<file path="src/rtl/instr_fetch_pkg.sv">
// Shared definitions for the instruction fetch stage.
//   NOP_INSTR_ENC     : addi x0,x0,0, driven to decode when no instruction is valid
//   RESET_PC_DEFAULT  : default PC after reset
//   fetch_state_t     : fetch FSM encoding (FS_RUN / FS_HALTED)
//   fetch_entry_t     : one fetch-buffer entry {pc, instr}
package instr_fetch_pkg;

  localparam logic [31:0] NOP_INSTR_ENC    = 32'h0000_0013;
  localparam logic [31:0] RESET_PC_DEFAULT = 32'h0000_0000;

  typedef enum logic {
    FS_RUN    = 1'b0,
    FS_HALTED = 1'b1
  } fetch_state_t;

  typedef struct packed {
    logic [31:0] pc;
    logic [31:0] instr;
  } fetch_entry_t;

endpackage

</file>
<file path="src/rtl/instr_fetch_fifo.sv">
// Fetch buffer: small synchronous FIFO holding {pc, instr} words that have
// returned from instruction memory but not yet been taken by decode.
// Ports:
//   clk, rst  : clock, synchronous active-high reset
//   push      : write wdata this cycle (ignored when full)
//   pop       : drop the head entry this cycle (ignored when empty)
//   flush     : discard all entries; wins over push/pop
//   wdata     : entry to write
//   head      : oldest entry (meaningful only when !empty)
//   count     : number of stored entries
//   empty     : no entries
//   full      : DEPTH entries stored
module instr_fetch_fifo #(
  parameter int DEPTH = 2,
  parameter int W     = 64
) (
  input  logic                       clk,
  input  logic                       rst,
  input  logic                       push,
  input  logic                       pop,
  input  logic                       flush,
  input  logic [W-1:0]               wdata,
  output logic [W-1:0]               head,
  output logic [$clog2(DEPTH):0]     count,
  output logic                       empty,
  output logic                       full
);

  localparam int AW = $clog2(DEPTH);
  localparam int CW = AW + 1;

  logic [W-1:0]  mem [DEPTH];
  logic [AW-1:0] wr_ptr;
  logic [AW-1:0] rd_ptr;
  logic [CW-1:0] cnt;
  logic          do_push;
  logic          do_pop;

  assign empty   = (cnt == '0);
  assign full    = (cnt == CW'(DEPTH));
  assign do_push = push && !full;
  assign do_pop  = pop && !empty;
  assign head    = mem[rd_ptr];
  assign count   = cnt;

  // DEPTH is a power of two, so the pointers wrap naturally.
  always_ff @(posedge clk) begin
    if (rst || flush) begin
      wr_ptr <= '0;
      rd_ptr <= '0;
      cnt    <= '0;
    end else begin
      if (do_push) wr_ptr <= wr_ptr + AW'(1);
      if (do_pop)  rd_ptr <= rd_ptr + AW'(1);
      cnt <= cnt + CW'(do_push) - CW'(do_pop);
    end
  end

  // Storage needs no reset: entries are only read while counted valid.
  always_ff @(posedge clk) begin
    if (!rst && !flush && do_push) mem[wr_ptr] <= wdata;
  end

endmodule

</file>
<file path="src/rtl/instr_fetch.sv">
// Instruction fetch stage: owns the PC, issues word reads to instruction
// memory (fixed 1-cycle read latency) and buffers returned words so that
// decode stalls never lose a fetch. Handles EX redirects and halting.
// Ports:
//   clk, rst      : clock, synchronous active-high reset
//   imem_req      : read request this cycle
//   imem_addr     : word-aligned read address (current PC)
//   imem_rdata    : read data, valid the cycle after an accepted imem_req
//   stall_in_if   : decode cannot accept this cycle
//   redirect_in   : taken branch/jump from EX
//   target_in     : redirect target PC
//   halt_in       : halt from a later stage
//   valid_out_if  : instr_out_if/pc_out_if carry a real instruction
//   instr_out_if  : instruction to decode (NOP when not valid)
//   pc_out_if     : PC of instr_out_if (holds last value when not valid)
//   halt_out_if   : fetch is halted (halt_in or misaligned redirect)
//
// IF->ID handshake: an instruction transfers on a cycle where
// valid_out_if=1 and stall_in_if=0. While stall_in_if=1 the presented
// instruction and PC stay stable unless a redirect or halt flushes them.
module instr_fetch
  import instr_fetch_pkg::*;
#(
  parameter logic [31:0] RESET_PC   = RESET_PC_DEFAULT,
  parameter int          FIFO_DEPTH = 2,
  parameter logic [31:0] NOP_INSTR  = NOP_INSTR_ENC
) (
  input  logic        clk,
  input  logic        rst,
  output logic        imem_req,
  output logic [31:0] imem_addr,
  input  logic [31:0] imem_rdata,
  input  logic        stall_in_if,
  input  logic        redirect_in,
  input  logic [31:0] target_in,
  input  logic        halt_in,
  output logic        valid_out_if,
  output logic [31:0] instr_out_if,
  output logic [31:0] pc_out_if,
  output logic        halt_out_if
);

  localparam int CW = $clog2(FIFO_DEPTH) + 1;

  fetch_state_t  state;
  fetch_state_t  state_next;
  logic [31:0]   pc;
  logic [31:0]   req_pc;
  logic [31:0]   pc_hold;
  logic          inflight;

  logic          issue;
  logic          push;
  logic          pop;
  logic          flush;
  logic [CW:0]   committed;

  fetch_entry_t  head;
  fetch_entry_t  wentry;
  logic [CW-1:0] fifo_count;
  logic          fifo_empty;
  logic          fifo_full;

  assign wentry = '{pc: req_pc, instr: imem_rdata};

  instr_fetch_fifo #(
    .DEPTH (FIFO_DEPTH),
    .W     ($bits(fetch_entry_t))
  ) u_fifo (
    .clk   (clk),
    .rst   (rst),
    .push  (push),
    .pop   (pop),
    .flush (flush),
    .wdata (wentry),
    .head  (head),
    .count (fifo_count),
    .empty (fifo_empty),
    .full  (fifo_full)
  );

  // Next state, flush and issue decision.
  // committed = entries that will occupy the buffer once this cycle's pop
  // and the in-flight return are accounted for. Counting the same-cycle pop
  // lets fetch sustain one instruction per cycle with only two entries,
  // while a new request can still never overflow the buffer on return.
  always_comb begin
    state_next = state;
    flush      = 1'b0;
    issue      = 1'b0;
    pop        = !fifo_empty && !stall_in_if;
    committed  = {1'b0, fifo_count} - (CW + 1)'(pop) + (CW + 1)'(inflight);
    case (state)
      FS_RUN: begin
        if (halt_in) begin
          // Halt wins over a simultaneous redirect.
          state_next = FS_HALTED;
          flush      = 1'b1;
        end else if (redirect_in) begin
          flush = 1'b1;
          if (target_in[1:0] != 2'b00) state_next = FS_HALTED;
        end else begin
          issue = !rst && (committed < (CW + 1)'(FIFO_DEPTH))
                  && !(fifo_full && !pop);
        end
      end
      FS_HALTED: flush = 1'b1;
      default:   flush = 1'b1;
    endcase
    // A flush also squashes the word returning this cycle.
    push = inflight && !flush;
  end

  always_ff @(posedge clk) begin
    if (rst) begin
      state    <= FS_RUN;
      pc       <= RESET_PC;
      req_pc   <= RESET_PC;
      pc_hold  <= RESET_PC;
      inflight <= 1'b0;
    end else begin
      state    <= state_next;
      inflight <= issue;
      if (issue) begin
        pc     <= pc + 32'd4;
        req_pc <= pc;
      end else if (state == FS_RUN && !halt_in && redirect_in) begin
        pc <= target_in;
      end
      // Remember the last presented PC so pc_out_if holds it when empty.
      if (!fifo_empty) pc_hold <= head.pc;
    end
  end

  assign imem_req     = issue;
  assign imem_addr    = pc;
  assign valid_out_if = !fifo_empty;
  assign instr_out_if = fifo_empty ? NOP_INSTR : head.instr;
  assign pc_out_if    = fifo_empty ? pc_hold : head.pc;
  assign halt_out_if  = (state == FS_HALTED);

endmodule

</file>
<file path="config.mk">
export PLATFORM = sky130hd
export DESIGN_NAME = instr_fetch
export DESIGN_NICKNAME = d
export VERILOG_FILES = /design/src/rtl/instr_fetch_pkg.sv /design/src/rtl/instr_fetch_fifo.sv /design/src/rtl/instr_fetch.sv
export SDC_FILE = /design/constraint.sdc
export NUM_CORES = 1
export LEC_CHECK = 0
export ABC_AREA = 1
export CORE_ASPECT_RATIO = 1.2
export CORE_MARGIN = 2
export CORE_UTILIZATION = 50
export CTS_BUF_LIST = sky130_fd_sc_hd__clkbuf_16
export DETAILED_ROUTE_END_ITERATION = 8
export HOLD_SLACK_MARGIN = 0.05
export PLACE_DENSITY = 0.76
export SLEW_MARGIN = 20
export SYNTH_ARGS = -nofsm -noshare
export SYNTH_HDL_FRONTEND = slang
export SYNTH_SLANG_ARGS = --single-unit
</file>
<file path="constraint.sdc">
create_clock -name clk -period 7.18 [get_ports clk]
set_input_delay 0.718 -clock clk [delete_from_list [all_inputs] [get_ports clk]]
set_output_delay 0.718 -clock clk [all_outputs]
set_load 0.1 [all_outputs]
</file>
==> metrics <==
Slew Viols, Final 0; synthesis-stage register bit count roughly 230; CTS Buffer Depth 3; CTS buffer count 22; RSZ-0062 raised after global routing false; core area about 0.019 mm^2; Hold Fails Final Rpt 0; Synth area leader edfxtp_1; largest net degree at the start of global routing between 70 and 80; Worst Path Arrival roughly 4400 ps; Initial Util just over 50%; syn nets about 1.1k; via count 7401; final setup fails 0; data required time of the worst path 6460 ps; Setup crit end kind output pin; Cell Area, Synth roughly 0.0095 mm^2; IO Count 168; skew final 14.57 ps; hpwl dp ~14 mm; fin nets 1238; residual DRC count 0; CTS tree done; fmax a little under 0.2 GHz; first-pass GRT wire length 34.40 mm; Root Driver clkbuf_16; startpoint types flop; setup TNS 0 ps; Detailed Route Iter0 Violations 586; drt total wl roughly 22 mm; initial antenna violation count 0; WL/cell about 15 um; LEAKAGE about 0.0046 uW; synth-to-layout area growth 26.33%; worst skew pair latency ~500 ps; post-cts resize count 0; Final Hold Slack 447.8 ps; sequential area share after synthesis 62.26%; Slowest-stage cell, CP clkdlybuf4s50_1; buffer count from post-CTS setup fixing 0; commonest non-fill, non-tap cell in the layout nand2_1; GPL Wtd Cong 0.9113; Tmin final 5135 ps; commonest non-fill, non-tap cells in the layout nand2_1 (236), clkdlybuf4s50_1 (167), nor2_1 (128), edfxtp_1 (128), a21oi_1 (120); clk sinks roughly 230; Die X roughly 130 um; final worst-path cycle share a little under three quarters; Syn Area/Cell a little over 9 um^2; drt pass-1 iters 5; DP Cell Count roughly 1.4k; ratio of cells with drive above 1 in the final layout a little under 6%; grt ovf 0; DR vias/cell 5.154; Synth cell types 39; Post-Synthesis Cells about 1.0k; vias in the first global route slightly above 7k; critical path's largest stage delay between 1000 and 1500 ps; Site Rows 55; H-tree depth 1; Tot Pwr between 2000 and 3000 uW; Peak supply drop 0.1402 mV; MaxCap Viol Count 0; hold_buf cts 0; Pwr Density 226.5 mW/mm^2; Placed Area between 0.01 and 0.015 mm^2; crit-path max FO 64; Min-Delay Path Class reg2reg; Max-Slew Margin vs Limit 30.82%; Worst-Margin Slew 1034 ps; post-route cell area around 0.012 mm^2; Crit Path Class reg2out; Clock transition at path regs roughly 60 ps; port buffer count approximately 170; Die Span Y 154.9 um; most used cell, CP nand2_1; top post-synthesis cells by area edfxtp_1 (41%), dfxtp_1 (22%), nand2_1 (9.3%), a21oi_1 (6.3%), nor2_1 (5.1%); antenna fix cells 0; Routed Antenna Nets 0; Non-Filler Instances roughly 1.4k; total global-route track usage 21.30%; die footprint 0.02009 mm^2; CP Cell Sequence nor2_4 -> buf_4 -> nor2_1 -> ha_1 -> inv_1 -> nand2_1 -> fa_1 -> nand2_1 -> nor2_2 -> nand2_4 -> inv_2 -> clkdlybuf4s50_1; Synth top area share between 40% and 50%; outcome complete, no violations; synthesis warning total 0
[Yosys cell counts, drive strengths merged]
| library cell | count |
|---|---|
| nand3b | 1 |
| nor4 | 1 |
| edfxtp | 128 |
| buf | 30 |
| fa | 1 |
| o21ai | 44 |
| nor2 | 137 |
| nand4 | 2 |
| and2 | 33 |
| ha | 4 |
| a31oi | 3 |
| nand2 | 239 |
| a21boi | 1 |
| dfxtp | 103 |
| a211oi | 3 |
| nand3 | 47 |
| clkinv | 1 |
| or2 | 2 |
| clkbuf | 19 |
| nor3 | 10 |
| o22ai | 2 |
| inv | 74 |
| o211ai | 3 |
| xnor2 | 2 |
| xor2 | 3 |
| a21oi | 120 |
| o211a | 1 |
[worst paths after layout]
check | from | endpoint | slack [ps] | cells past startpoint
worst max-delay path | u_fifo.count[1] | imem_req | 2040 | 12
worst min-delay path | req_pc[28] | u_fifo.mem[1][60] | 450 | 0
worst max register to register | u_fifo.count[1] | imem_addr[23] | 3300 | 16
worst min register to register | req_pc[28] | u_fifo.mem[1][60] | 450 | 0
[metal layers]
| metal | global-route usage, % | up-vias | wire length (um) |
|---|---|---|---|
| li1 | - | 3649 | - |
| met1 | 28.30 | 3459 | 9538 |
| met2 | 36.40 | 264 | 10700 |
| met3 | 3.267 | 29 | 1623 |
| met4 | 5.684 | 0 | 344 |
| met5 | 0 | - | 0 |
[logic make-up (layout without fill, tap and decap cells)]
kind of cell | count (synthesis) | count (layout) | synth area share (%)
adder cells (fa/ha/maj) | 5 | 5 | 0.7387
flip-flops | 231 | 231 | 62.26
buffers and inverters | 124 | 290 | 5.580
XOR/XNOR | 5 | 5 | 0.4618
AND/OR/NAND/NOR | 472 | 472 | 21.16
AO/OA/AOI/OAI | 177 | 177 | 9.801
[flip-flops by register name, indices dropped and copies added (netlist names), named ones only]
signal	flops
pc_hold	32
u_fifo.mem	128
u_fifo.count	2
imem_addr	32
req_pc	32
u_fifo.wr_ptr	1
u_fifo.rd_ptr	1
inflight	1
halt_out_if	1
[final cells by class]
| class | instances | area, um^2 |
|---|---|---|
| clock buffer | 24 | 600.6 |
| clock inverter | 16 | 72.57 |
| fill | 1499 | 6735 |
| inverter | 75 | 282.8 |
| multi-input combinational | 659 | 3068 |
| sequential | 231 | 5907 |
| tap | 256 | 320.3 |
| timing repair buffer | 175 | 1732 |
[worst max-delay path, delay by kind of cell (launching register included)]
family,cells,cell delay [ps]
adders and majority gates,2,790
buffers and inverters,4,1890
DFF,1,380
and+or+nand+nor,6,830
[through the flow]
stage	setup slack, ps	utilization (%)
final	2045	64.02
after global routing	1796	64.02
after CTS	1982	64.02
after detailed placement	2455	60.42
after global placement	2483	60.42
after floorplan	1007	-
[report_power, final]
part           total, uW  switching, uW  internal [uW]
logic                210            140           70.2
clock network       1070            470            600
registers           1430           22.4           1410
total               2710            633           2080
(Power assumes the default switching activity.)
